$ cat src/rtl/traffic_light_4way_ctrl.sv
// Four-way intersection controller: tick-timed NS/EW green-yellow cycle with all-red emergency override.
// Optional pedestrian walk phase after EW yellow is compiled in when PED_PHASE_EN is defined.
module traffic_light_4way_ctrl #(
  parameter int TICK_DIV     = 4,
  parameter int GREEN_TICKS  = 5,
  parameter int YELLOW_TICKS = 2,
  parameter int ALLRED_TICKS = 1,
  parameter int PED_TICKS    = 3
) (
  input  logic       clk,
  input  logic       rst_n,
  input  logic       emergency_in,
  output logic [2:0] light_north,
  output logic [2:0] light_south,
  output logic [2:0] light_east,
  output logic [2:0] light_west,
  output logic       ped_walk
);

  localparam logic [2:0] LAMP_RED = 3'b100;
  localparam logic [2:0] LAMP_YEL = 3'b010;
  localparam logic [2:0] LAMP_GRN = 3'b001;

  localparam int MAX_GY    = (GREEN_TICKS > YELLOW_TICKS) ? GREEN_TICKS : YELLOW_TICKS;
  localparam int MAX_AP    = (ALLRED_TICKS > PED_TICKS) ? ALLRED_TICKS : PED_TICKS;
  localparam int MAX_TICKS = (MAX_GY > MAX_AP) ? MAX_GY : MAX_AP;
  localparam int CNT_W     = (MAX_TICKS < 2) ? 1 : $clog2(MAX_TICKS);
  localparam int DIV_W     = $clog2(TICK_DIV);
  localparam logic [DIV_W-1:0] DIV_LAST = DIV_W'(TICK_DIV - 1);

  typedef enum logic [2:0] {
    ALLRED    = 3'd0,
    NS_GREEN  = 3'd1,
    NS_YELLOW = 3'd2,
    ALLRED2   = 3'd3,
    EW_GREEN  = 3'd4,
    EW_YELLOW = 3'd5,
    EMERG     = 3'd6
`ifdef PED_PHASE_EN
    ,PED      = 3'd7
`endif
  } state_t;

  logic [DIV_W-1:0] div_cnt_reg;
  logic             clk_enable;

  state_t           state_reg, state_next, succ_state;
  logic [CNT_W-1:0] phase_cnt_reg, phase_cnt_next, last_cnt;
  logic             timed;
  logic [2:0]       ns_lamp_reg, ns_lamp_next;
  logic [2:0]       ew_lamp_reg, ew_lamp_next;
  logic             ped_next;

  // Free-running tick divider; clk_enable is registered so it is a clean one-cycle pulse.
  always_ff @(posedge clk or negedge rst_n) begin
    if (!rst_n) begin
      div_cnt_reg <= '0;
      clk_enable  <= 1'b0;
    end else begin
      if (div_cnt_reg == DIV_LAST) div_cnt_reg <= '0;
      else                         div_cnt_reg <= div_cnt_reg + DIV_W'(1);
      clk_enable <= (div_cnt_reg == DIV_LAST);
    end
  end

  // Phase length and successor of each timed state; EMERG and illegal codes are untimed.
  always_comb begin
    last_cnt   = CNT_W'(ALLRED_TICKS - 1);
    succ_state = ALLRED;
    timed      = 1'b1;
    case (state_reg)
      ALLRED:    begin last_cnt = CNT_W'(ALLRED_TICKS - 1); succ_state = NS_GREEN;  end
      NS_GREEN:  begin last_cnt = CNT_W'(GREEN_TICKS - 1);  succ_state = NS_YELLOW; end
      NS_YELLOW: begin last_cnt = CNT_W'(YELLOW_TICKS - 1); succ_state = ALLRED2;   end
      ALLRED2:   begin last_cnt = CNT_W'(ALLRED_TICKS - 1); succ_state = EW_GREEN;  end
      EW_GREEN:  begin last_cnt = CNT_W'(GREEN_TICKS - 1);  succ_state = EW_YELLOW; end
      EW_YELLOW: begin
        last_cnt = CNT_W'(YELLOW_TICKS - 1);
`ifdef PED_PHASE_EN
        succ_state = PED;
`else
        succ_state = ALLRED;
`endif
      end
`ifdef PED_PHASE_EN
      PED:       begin last_cnt = CNT_W'(PED_TICKS - 1);    succ_state = ALLRED;    end
`endif
      default:   timed = 1'b0;
    endcase
  end

  // Emergency is checked every clock and overrides any tick expiry on the same edge.
  always_comb begin
    state_next     = state_reg;
    phase_cnt_next = phase_cnt_reg;
    if (emergency_in) begin
      state_next     = EMERG;
      phase_cnt_next = '0;
    end else if (!timed) begin
      state_next     = ALLRED;
      phase_cnt_next = '0;
    end else if (clk_enable) begin
      if (phase_cnt_reg == last_cnt) begin
        state_next     = succ_state;
        phase_cnt_next = '0;
      end else begin
        phase_cnt_next = phase_cnt_reg + CNT_W'(1);
      end
    end
  end

  // Lamp decode of the next state, registered alongside it so outputs track state_reg exactly.
  always_comb begin
    ns_lamp_next = LAMP_RED;
    ew_lamp_next = LAMP_RED;
    ped_next     = 1'b0;
    case (state_next)
      NS_GREEN:  ns_lamp_next = LAMP_GRN;
      NS_YELLOW: ns_lamp_next = LAMP_YEL;
      EW_GREEN:  ew_lamp_next = LAMP_GRN;
      EW_YELLOW: ew_lamp_next = LAMP_YEL;
`ifdef PED_PHASE_EN
      PED:       ped_next = 1'b1;
`endif
      default:   ;
    endcase
  end

  always_ff @(posedge clk or negedge rst_n) begin
    if (!rst_n) begin
      state_reg     <= ALLRED;
      phase_cnt_reg <= '0;
      ns_lamp_reg   <= LAMP_RED;
      ew_lamp_reg   <= LAMP_RED;
    end else begin
      state_reg     <= state_next;
      phase_cnt_reg <= phase_cnt_next;
      ns_lamp_reg   <= ns_lamp_next;
      ew_lamp_reg   <= ew_lamp_next;
    end
  end

`ifdef PED_PHASE_EN
  logic ped_reg;
  always_ff @(posedge clk or negedge rst_n) begin
    if (!rst_n) ped_reg <= 1'b0;
    else        ped_reg <= ped_next;
  end
  assign ped_walk = ped_reg;
`else
  assign ped_walk = 1'b0;
`endif

  assign light_north = ns_lamp_reg;
  assign light_south = ns_lamp_reg;
  assign light_east  = ew_lamp_reg;
  assign light_west  = ew_lamp_reg;

endmodule

$ cat config.mk
export PLATFORM = sky130hd
export DESIGN_NAME = traffic_light_4way_ctrl
export DESIGN_NICKNAME = d
export VERILOG_FILES = /design/src/rtl/traffic_light_4way_ctrl.sv
export SDC_FILE = /design/constraint.sdc
export NUM_CORES = 1
export LEC_CHECK = 0
export CORE_UTILIZATION = 40
export DETAILED_ROUTE_END_ITERATION = 12
export PLACE_DENSITY_LB_ADDON = 0.2
export SETUP_SLACK_MARGIN = 0.4
export SYNTH_ARGS = -nofsm -noshare
export SYNTH_HDL_FRONTEND = slang
export SYNTH_SLANG_ARGS = --single-unit
$ cat constraint.sdc
create_clock -name clk -period 2.39 [get_ports clk]
set_clock_uncertainty 0.2 [all_clocks]
set_input_delay 0.3585 -clock clk [delete_from_list [all_inputs] [get_ports clk]]
set_output_delay 0.3585 -clock clk [all_outputs]
set_load 0.02 [all_outputs]
==> impl_metrics.toml, run 1 <==
[global_routing]
track_usage_pct = 16.0
grt_start_max_net_pins = 16
grt_pass1_wl_mm = 2.56
antenna_found_initial = 0
grt_pass1_vias = 568
grt_overflow = 0

[place]
port_buffers = 14
place.gp.congestion = 0.740
dp_hpwl_mm = 1.04

[clock_network]
cts_buffers = 3
ctsHoldBuffers = 0
cts_root_buffer = "clkbuf_4"
cts.sinks = 15
cts-htree-levels = 1
cts.clk_slew.worst_paths_ns = 0.09
clockBufferDepth = 2
cts_tree = "done"
insertion_delay_ns = 0.29

[run_status]
outcome = "complete, no violations"

[critical_path]
path_class = "reg2reg"
worst_path_dominant_cell_family = "compound AO/OA/AOI/OAI gates"
crit_chain = "xor2_1 > o32ai_2 > buf_4 > o311a_4 > or3_1 > a21oi_2"
cp_num_buf_inv = 1
crit_fanout = 8
worst_ep_arrival_time_ns = 2.01
critPathSlowestCell = "dfrtp_2"
max_stage_delay_ns = 0.47
worstSetupEndpointType = "flop"
start_kind = "flop"
required_ns = 2.41

[power]
peakVddDrop_uv = 442
leakage_nw = 0.428
power_density_nw_per_um2 = 631

[routing]
drc = 0
avgRoutedWirePerCell_um = 12.2
postRouteAntennaNets = 0
num_vias = 646
drtIter0Drc = 15
routed_wl_mm = 1.51
drt-pass1-iter-count = 4
via_per_inst = 5.25

[floorplan]
die_w_um = 48.2
io_pins = 16
core_um2 = 1980
initial_core_util_pct = 43.1
rows = 16
fp.dieH_um = 48.2
die_area_um2 = 2330

[logic_synthesis]
synth.avg_cell_area_um2 = 10.2
synth.largest_area_cell = "dfrtp_1"
synthArstFlopShare_pct = 100
ys_ff_latch = 15
syn_area_um2 = 855
yosysSeqAreaShare_pct = 44.2
synth.most_common_cell = "dfrtp_1"
ys.flop_type = "dfrtp_1"
synth_top_area_share_pct = 38.1
syn-instance-count = 84
syn-num-nets = 89
synth_common_cells = "dfrtp_1 (13), buf_4 (8), nor2_1 (6), a21oi_1 (5), inv_1 (5)"
yosysWarnings = 0
ys_types = 37
synthTopCellsByArea = "dfrtp_1 (38%), buf_4 (7.0%), dfstp_2 (6.1%)"
synth_edf_count = 0

[sta]
rsz0062_at_grt = "true"
finalSetupTns_ns = 0
worst_pin_slew_ns = 0.637
holdWs_ns = 0.235
finalCritPeriodShare_pct = 83.4
max_slew_margin_pct = 57.4
setup_viol = 0
hold_violations = 0
clock.fmax_ghz = 0.501
fin_crit_ns = 1.99
slew_violations = 0

[layout]
drive_gt1_share_pct = 27.1
fin_nets = 102
areaGrowthSynthToFinish_pct = 22.4
fillerInstances = 176
seqCellArea_um2 = 383
antenna_cells = 0
multi_input_area_um2 = 392

[min_path]
min_path_type = "reg2reg"

[flow_run]
drv_cap = 0
-- per-layer routing --
metal	track usage, %	vias up	share of wire [%]
met3	5.56	3	5.3
met4	3.33	0	0.80
met1	22.6	306	46
met5	0	-	0
met2	24.0	18	48
li1	-	319	-
-- per-stage QoR --
step	instance area [um^2]	setup WS (ns)	utilization (%)	instances	total power, W
floorplan	855	0.446	-	84	0.000449
global placement	945	0.359	47.7	113	0.000485
detailed placement	945	0.301	47.7	113	0.000487
CTS	1010	0.389	51.1	122	0.000657
global route	1050	0.322	52.8	123	0.000704
finish	1050	0.396	52.8	123	0.000660
-- power by group --
part	switching (W)	total [W]	internal (W)
registers	0.0000238	0.000299	0.000276
logic	0.000119	0.000217	0.0000982
clock network	0.0000816	0.000144	0.0000623
total	0.000224	0.000660	0.000436
-- cell usage in the layout, fill, tap and decap left out, types with 2 or more instances in the layout --
cell type	netlist	routed
clkdlybuf4s50_1	0	10
dfrtp_1	13	9
nor2_1	6	6
buf_4	8	6
inv_1	5	5
nand2_1	4	4
nor3_1	4	4
dfrtp_2	0	4
a21oi_2	1	3
a21oi_1	5	3
clkbuf_4	0	3
dlymetal6s2s_1	0	3
o21ai_1	0	2
nand3_1	3	2
o211ai_1	2	2
mux2i_1	2	2
a21boi_1	0	2
ha_1	2	2
dfstp_2	2	2
-- what timing repair did --
| item | 4_1_cts | 5_1_grt |
|---|---|---|
| pin swaps | 3 | 1 |
| gates resized for setup | 6 | 10 |
| setup buffers | 5 | 1 |
| setup endpoints to repair | 11 | 14 |
-- area by class of cell --
cell class                      instances  area share (%)
Timing Repair Buffer                   20            18.3
Multi-Input combinational cell         52            37.4
Sequential cell                        15            36.6
Tap cell                               27            3.23
Clock inverter                          1           0.478
Clock buffer                            3            2.15
Inverter                                5            1.79
-- path summary, 6_finish.rpt --
check,startpoint,to,slack [ns],depth (start not counted)
setup / recovery,phase_cnt_reg[0]$_DFFE_PN0P_,phase_cnt_reg[0]$_DFFE_PN0P_,0.40,6
hold / removal,div_cnt_reg[0]$_DFF_PN0_,div_cnt_reg[0]$_DFF_PN0_,0.23,1
setup reg to reg,phase_cnt_reg[0]$_DFFE_PN0P_,phase_cnt_reg[0]$_DFFE_PN0P_,0.40,6
hold reg to reg,div_cnt_reg[0]$_DFF_PN0_,div_cnt_reg[0]$_DFF_PN0_,0.23,1
max in group asynchronous,rst_n,state_reg[2]$_DFF_PN0_,1.29,1
min in group asynchronous,rst_n,div_cnt_reg[1]$_DFF_PN0_,0.26,1
-- cells by family (layout without fill, tap and decap cells) --
kind of cell             Yosys count  in the layout  share of synthesized area (%)
AO/OA/AOI/OAI                     21             21                           21.5
multiplexers                       2              2                           2.34
other                              1              1                          0.439
buffers and inverters             17             29                           12.0
flip-flops                        15             15                           44.2
adder cells (fa/ha/maj)            2              2                           2.93
AND/OR/NAND/NOR                   24             24                           14.5
XOR/XNOR                           2              2                           2.05
(Power assumes the default switching activity.)
==> run 2, diff against run 1 <==
- clock period: 2.39 -> 1.8 ns (I/O delays scaled with it)
==> impl_metrics.toml, run 2 (synthesis gave the netlist of run 1 again) <==
[flow_run]
drv_cap = 0

[power]
leakage_nw = 0.514
power_density_nw_per_um2 = 859
peakVddDrop_uv = 427

[sta]
hold_violations = 0
finalCritPeriodShare_pct = 112
fin_ws_ns = -0.210
setup_viol = 11
fin_crit_ns = 2.01
slew_violations = 0
clock.fmax_ghz = 0.498
rsz0062_at_grt = "true"

[clock_network]
cts_root_buffer = "clkbuf_4"
cts.sinks = 15
cts_buffers = 3
cts_tree = "done"
insertion_delay_ns = 0.28
cts-htree-levels = 1
cts.clk_slew.worst_paths_ns = 0.09
clockBufferDepth = 2

[routing]
routed_wl_mm = 1.92
drc = 0
drt-pass1-iter-count = 4
via_per_inst = 5.33
postRouteAntennaNets = 0
num_vias = 725
drtIter0Drc = 3
avgRoutedWirePerCell_um = 14.1

[floorplan]
initial_core_util_pct = 43.1
die_w_um = 48.2
io_pins = 16
fp.dieH_um = 48.2
rows = 16
die_area_um2 = 2330
core_um2 = 1980

[place]
place_ws_ns = -0.142
place.gp.congestion = 0.844
port_buffers = 14
placed_cells = 128
dp_hpwl_mm = 1.29

[global_routing]
grt_util_met1_pct = 21.6
grt_start_max_net_pins = 9
groute.layer.met2.usage_pct = 29.6
track_usage_pct = 17.6
grt_pass1_wl_mm = 2.70
busiest_layer = "met2"
grt_pass1_vias = 636
grt_overflow = 0
use_met3_pct = 2.22
antenna_found_initial = 0

[layout]
final_common_cell = "buf_4"
layout.cells.non_filler = 136
areaGrowthSynthToFinish_pct = 34.0
final_cell_mix = "buf_4 (17), dfrtp_1 (11), buf_2 (8)"
antenna_cells = 0
drive_gt1_share_pct = 49.5
fin_nets = 115

[critical_path]
worst_ep_arrival_time_ns = 2.03
worstSetupEndpointType = "flop"
required_ns = 1.82
start_kind = "flop"
path_class = "reg2reg"
crit_fanout = 4

[min_path]
min_path_type = "in2async"

[run_status]
outcome = "finished, violations left"
violations = "negative setup slack"
[run 2: cell types whose count changed in the layout (fill, tap and decap cells not counted), sizes merged]
cell           change
dlygate4sd2        -1
clkdlybuf4s50      -8
clkinv             -1
clkbuf             +1
buf               +25
dlymetal6s2s       -3
[run 2: worst paths after layout]
check,depth (start not counted),slack [ns],to,from
setup / recovery,5,-0.21,light_east[0]$_DFF_PN0_,phase_cnt_reg[0]$_DFFE_PN0P_
hold reg to reg,1,0.24,div_cnt_reg[0]$_DFF_PN0_,div_cnt_reg[0]$_DFF_PN0_
setup reg to reg,5,-0.21,light_east[0]$_DFF_PN0_,phase_cnt_reg[0]$_DFFE_PN0P_
min in group clk,1,0.24,div_cnt_reg[0]$_DFF_PN0_,div_cnt_reg[0]$_DFF_PN0_
hold / removal,1,0.04,light_north[0]$_DFF_PN0_,rst_n
max in group asynchronous,2,0.92,phase_cnt_reg[0]$_DFFE_PN0P_,rst_n
[run 2: worst max-delay path, stage by stage (launching register included)]
cell and delay, ns:
dfrtp_2 0.44, xor2_1 0.17, o32ai_2 0.39, o311ai_2 0.17, or4_4 0.45, a21oi_2 0.13
[run 2: what timing repair did]
action	CTS	global route
pin swaps	4	5
endpoints found under the setup margin	24	19
buffers inserted	1	3
gates cloned	0	0
endpoints found under the hold margin	0	0
hold buffers	0	0
resized for setup	62	9
[run 2: cell type report]
type / count / area (um^2)
Fill cell: 172 / 837
Clock buffer: 4 / 26.3
Timing Repair Buffer: 33 / 255
Multi-Input combinational cell: 52 / 430
Tap cell: 27 / 33.8
Sequential cell: 15 / 380
Inverter: 5 / 18.8
[run 2: stage by stage]
| step | utilization [%] | hold WS (ns) | area [um^2] | total power, W | setup TNS, ns |
|---|---|---|---|---|---|
| detailed placement | 53.9 | 0.223 | 1070 | 0.000730 | -0.718 |
| global route | 57.8 | 0.0522 | 1140 | 0.00104 | -2.20 |
| CTS | 56.4 | 0.0454 | 1120 | 0.000951 | -0.976 |
| finish | 57.8 | 0.0359 | 1140 | 0.000983 | -1.24 |
| floorplan | - | -0.226 | 868 | 0.000608 | -0.278 |
| global placement | 53.9 | 0.214 | 1070 | 0.000728 | -0.377 |
[run 2: where the power goes]
group	leakage (nW)	switching (W)	internal [W]
clock network	0.0150	0.000105	0.0000861
registers	0.188	0.0000289	0.000365
logic	0.311	0.000202	0.000196
total	0.514	0.000336	0.000647
[run 2: per-layer routing]
metal,vias up,wire length [um]
met5,-,0
met4,0,51
met3,6,65
met2,24,1010
met1,346,789
li1,349,-
==> patch 1, RTL diff (config.mk and constraints of run 1) <==
Put one more register stage on the output `light_east`. The value now appears one clock later. The other outputs are not delayed to match.
--- a/src/rtl/traffic_light_4way_ctrl.sv
+++ b/src/rtl/traffic_light_4way_ctrl.sv
@@ -153,7 +153,9 @@
 
   assign light_north = ns_lamp_reg;
   assign light_south = ns_lamp_reg;
-  assign light_east  = ew_lamp_reg;
+  always_ff @(posedge clk) begin
+    light_east <= ew_lamp_reg;
+  end
   assign light_west  = ew_lamp_reg;
 
 endmodule
Check against the original RTL: same outputs for any inputs over 10 cycles, from zero or initial values and one cycle with rst_n low; that may be too few to reach the edited logic, so the function may still have changed.
==> patch 1 against run 1 <==
Count of clock-buffer cells in the layout is 1 higher. Total power up 20%. Final cell count grew 12%. Sequential power increased by 18%. Final area is 19% higher. Setup slack got worse by 0.0066 ns. Area after synthesis is 4.4% higher. Maximum frequency shrank 0.33%. Sequential cell count rose by 3. Highest routed layer unchanged. Routed wire length grew 24%. Sequential share of layout area is 0.99 points lower.
==> patch 1: results (changes against run 1) <==
Worst setup path
  – Slowest CP cell: dfrtp_2
  – Crit path max fanout: 6 (-2)
  – CP max stage delay: 0.46 ns
  – WP data arrival: 2.02 ns
  – Crit-path leading delay family: compound AO/OA/AOI/OAI gates

Logic synthesis
  – Dominant cells by area after synthesis: dfrtp_1 (36%), dfxtp_1 (6.7%), dfstp_2 (5.9%)
  – Ys Warns: 0 (unchanged)
  – Sequential share of the synthesized area: 0.491 (+0.0487)
  – Yosys top cell by area: dfrtp_1
  – Synth cell types: 38 (+2.7%)
  – Async S/R FF share, synth: 0.833 (-0.167)
  – Commonest cells in the netlist: dfrtp_1 (13), nor2_1 (6), a21oi_1 (5), buf_4 (5), inv_1 (5)
  – Syn nets: 89 (unchanged)

GRT
  – Largest net degree at the start of global routing: 16 (unchanged)
  – First-pass GRT wire length: 3.05 mm (+19%)
  – Initial antenna violation count: 0 (unchanged)
  – Vias in the first global route: 656 (+15%)
  – Total track usage: 0.165 (+0.00488)

Route
  – Initial drt markers: 22 (+7)
  – Drt first pass iters: 4 (unchanged)
  – WL final: 1.87 mm (+24%)
  – Drt via density: 5.12 (-2.5%)

Layout
  – Layout cells sized above 1: 0.387 (+0.117)
  – FILL cells: 158 (-10%)
  – Nets: 117 (+15%)
  – Ant. Diodes: 0 (unchanged)

Outcome
  – Run status: finished, final reports clean

Worst hold path
  – Hold WC Path Type: flip-flop to flip-flop

Placement
  – Dpl hpwl: 1.09 mm (+5.2%)
  – PortBufs: 14 (unchanged)
  – GPL Wtd Cong: 0.787 (+6.4%)

Clocking
  – Clock Tree Buf Depth: 2 (unchanged)
  – Hold Buf Count CTS: 0 (unchanged)
  – Clk root buf: clkbuf_4
  – Clock buffers created by TritonCTS: 3 (unchanged)
  – Htree depth: 1 (unchanged)
  – Clock latency on the worst-skew pair: 0.29 ns (about the same)
  – Clock-pin transition on the worst setup and hold timing paths: 0.10 ns

STA
  – Actual slew at the worst max-slew pin: 0.650 ns (+0.0129 ns)

Power and ir drop
  – Peak supply drop: 0.375 mV (-15%)
  – Leakage: 0.000529 uW (+24%)
## patch 1: cell families after synthesis
group / Yosys count / share of synthesized area
flip-flops: 18 / 0.491
buffers and inverters: 14 / 0.0898
multiplexers: 2 / 0.0224
XOR/XNOR: 2 / 0.0196
AND/OR/NAND/NOR: 24 / 0.139
AO/OA/AOI/OAI: 21 / 0.206
adder cells (fa/ha/maj): 2 / 0.0280
other: 1 / 0.00420
## patch 1: repair_timing
| action | 4_1_cts | 5_1_grt |
|---|---|---|
| setup endpoints to repair | 10 | 13 |
| buffers inserted | 13 | 5 |
| pin swaps | 6 | 7 |
| resized for setup | 7 | 15 |
| endpoints found under the hold margin | 0 | 0 |
## patch 1: area by class of cell
type,instances,area [um^2],share of cell area
well taps,27,33.8,0.0272
flip-flops and latches,18,443,0.356
repair buffers,32,287,0.230
clock buffers,4,26.3,0.0211
inverters,5,18.8,0.0151
multi-input cells,52,435,0.350
## patch 1: path summary, 6_finish.rpt
check | start | endpoint | slack (ns) | cells after the start
setup / recovery | state_reg[0] | phase_cnt_reg[0] | 0.39 | 7
hold / removal | light_west[1] | light_east[1] | 0.17 | 0
setup reg to reg | state_reg[0] | phase_cnt_reg[0] | 0.39 | 7
hold reg to reg | light_west[1] | light_east[1] | 0.17 | 0
max in group asynchronous | rst_n | state_reg[2] | 1.26 | 1
min in group asynchronous | rst_n | div_cnt_reg[1] | 0.26 | 1
## patch 1: power breakdown
group / internal [uW] / total (uW) / switching, uW
registers: 329 / 354 / 24.6
clock network: 64.8 / 150 / 85.5
logic: 145 / 289 / 144
total: 539 / 793 / 254
## patch 1: worst register-to-register path, stage by stage (launching register included)
cell,delay (ns)
dfrtp_2,0.46
buf_4,0.15
buf_4,0.14
nand2_4,0.06
o21ai_4,0.07
o311a_4,0.39
or3_4,0.34
a21oi_2,0.12
## patch 1: metrics by stage
| stage | cells | setup slack (ns) | area [um^2] | util |
|---|---|---|---|---|
| floorplan | 84 | 0.446 | 892 | - |
| global placement | 116 | 0.349 | 1000 | 0.497 |
| global route | 138 | 0.326 | 1240 | 0.615 |
| CTS | 133 | 0.397 | 1140 | 0.563 |
| finish | 138 | 0.389 | 1240 | 0.615 |
| detailed placement | 116 | 0.313 | 1000 | 0.497 |
## patch 1: layer usage
layer | track usage | vias to the layer above | share of wire
met5 | 0 | - | 0
met4 | 0.0294 | 0 | 0.0091
met3 | 0.0467 | 4 | 0.040
met2 | 0.272 | 18 | 0.49
met1 | 0.216 | 338 | 0.46
li1 | - | 347 | -
==> patch 2, RTL diff (flow settings as in run 1) <==
Without the edit above. Build with the macro `PED_PHASE_EN` defined.
--- a/src/rtl/traffic_light_4way_ctrl.sv
+++ b/src/rtl/traffic_light_4way_ctrl.sv
@@ -1,5 +1,7 @@
 // Four-way intersection controller: tick-timed NS/EW green-yellow cycle with all-red emergency override.
 // Optional pedestrian walk phase after EW yellow is compiled in when PED_PHASE_EN is defined.
+`define PED_PHASE_EN
+
 module traffic_light_4way_ctrl #(
   parameter int TICK_DIV     = 4,
   parameter int GREEN_TICKS  = 5,
Behaviour: same outputs for any inputs over 10 cycles, from zero or initial values and one cycle with rst_n low; that may be too few to reach the edited logic, so the function may still have changed.
==> patch 2 against run 1 <==
Routed wire length is 38% higher. Sequential share of layout area is 4.3 points lower. Count of clock-buffer cells in the layout is 1 higher. Final area is 20% higher. Total power is 4.0% higher. Largest power group unchanged. Final cell count is 23% higher. Setup slack worse by 0.13 ns. Sequential cell count is 1 higher. Area after synthesis is 19% higher. Combinational power is 8% lower. Global-route usage is 0.89 points higher.
==> patch 2: results (changes against run 1) <==
Layout
  – Nets: 129 (+26%)
  – Area of the multi-input gates: 543 um^2 (+39%)
  – Non-Clock Inverter Count: 4 (-1)
  – Fin util: 0.548 (+0.0207)
  – Buffering overhead: 0.178 (-0.00526)
  – Final-layout clock buffer total: 4 (+1)
  – FF/Latch Area: 407 um^2 (+6.2%)
  – FILL cells: 213 (+21%)
  – Layout cells sized above 1: 0.268 (-0.00254)

Placement
  – Placed insts: 145 (+28%)
  – PortBufs: 15 (+1)
  – Dpl hpwl: 1.49 mm (+43%)
  – Placed Area: 1160 um^2 (+23%)
  – GPL Wtd Cong: 0.880 (+19%)

STA
  – Normalized max-slew margin: 0.758 (+0.184)
  – Period Utilization, post-route: 0.890 (+0.0560)

Outcome
  – Run status: finished, final reports clean

Worst setup path
  – R2r setup slk: 0.26 ns (-0.13 ns)
  – WP data arrival: 2.10 ns (+0.09 ns)
  – Worst Setup EP: state_reg[1]
  – Worst R2R Path Depth: 5 (-1)
  – R2R Path Start: state_reg[0]
  – Crit path max fanout: 7 (-1)
  – Reg-to-Reg End: state_reg[1]
  – Crit-path leading delay family: simple AND/OR/NAND/NOR gates
  – CP max stage delay: 0.42 ns (-0.05 ns)

Power and ir drop
  – Clock power frac: 0.270 (+0.052)
  – Seq pwr share: 0.438 (-0.015)
  – Leakage: 0.000506 uW (+18%)
  – P_sw: 220 uW (-1.7%)

Die
  – Initial Util: 0.444 (+0.0127)
  – CORE AREA: 2300 um^2 (+16%)

Logic synthesis
  – Dominant cells by area after synthesis: dfrtp_1 (34%), buf_4 (5.2%), dfstp_2 (5.2%)
  – Commonest cells in the netlist: dfrtp_1 (14), nand2_1 (9), o21ai_0 (8), buf_4 (7), nor2_1 (7)
  – Yosys reg bits: 16 (+1)
  – Async S/R FF share, synth: 1.00 (unchanged)
  – Sequential share of the synthesized area: 0.395 (-0.0471)
  – Syn nets: 115 (+29%)
  – Synth cell types: 39 (+5.4%)

Clocking
  – Setup bufs post-CTS: 2 (-3)
  – Post-CTS Resized: 9 (+3)

GRT
  – Total track usage: 0.169 (+0.00894)
  – GR Util met1: 0.194 (-0.0320)
  – Met3 usage: 0.0348 (-0.0208)
  – Vias in the first global route: 753 (+33%)
  – First-pass GRT wire length: 3.27 mm (+28%)
  – Largest net degree at the start of global routing: 17 (+1)

Route
  – WL met3: 76 um (-5.0%)
  – Via Count: 852 (+32%)
  – Metal-1 WL: 970 um (+39%)
  – Drt via density: 5.64 (+7.4%)
  – Met2 wire length: 953 um (+33%)
  – Drt first pass iters: 5 (+1)
  – Initial drt markers: 10 (-5)
  – DR WL/cell: 13.8 um (+13%)

Worst hold path
  – Hold WC Path Type: primary input to async pin
==> patch 2: cell types whose count changed after synthesis, moves of 2 or more <==
cell / run 1 / this run
a21boi_0: 2 / 0
clkbuf_1: 1 / 5
mux2i_1: 2 / 0
nand2_1: 4 / 9
nand3_1: 3 / 1
nand3b_1: 0 / 3
nor2b_1: 0 / 2
o21ai_0: 3 / 8
o31ai_1: 1 / 5
or3_1: 1 / 3
or3_4: 0 / 2
==> patch 2: per-stage QoR <==
stage	hold slack, ns	power, uW
after floorplan	-0.137	436
after global placement	0.216	482
after detailed placement	0.224	485
after CTS	0.181	686
after global routing	0.193	723
final	0.176	687
==> patch 2: kinds of logic after synthesis <==
| logic type | count (synthesis) | share of synthesized area |
|---|---|---|
| and+or+nand+nor | 40 | 0.228 |
| AOI/OAI and AO/OA | 28 | 0.195 |
| xor gates and xnor gates | 4 | 0.0344 |
| buffers and inverters | 19 | 0.112 |
| DFF | 16 | 0.395 |
| adders and majority gates | 2 | 0.0245 |
| muxes | 1 | 0.0110 |
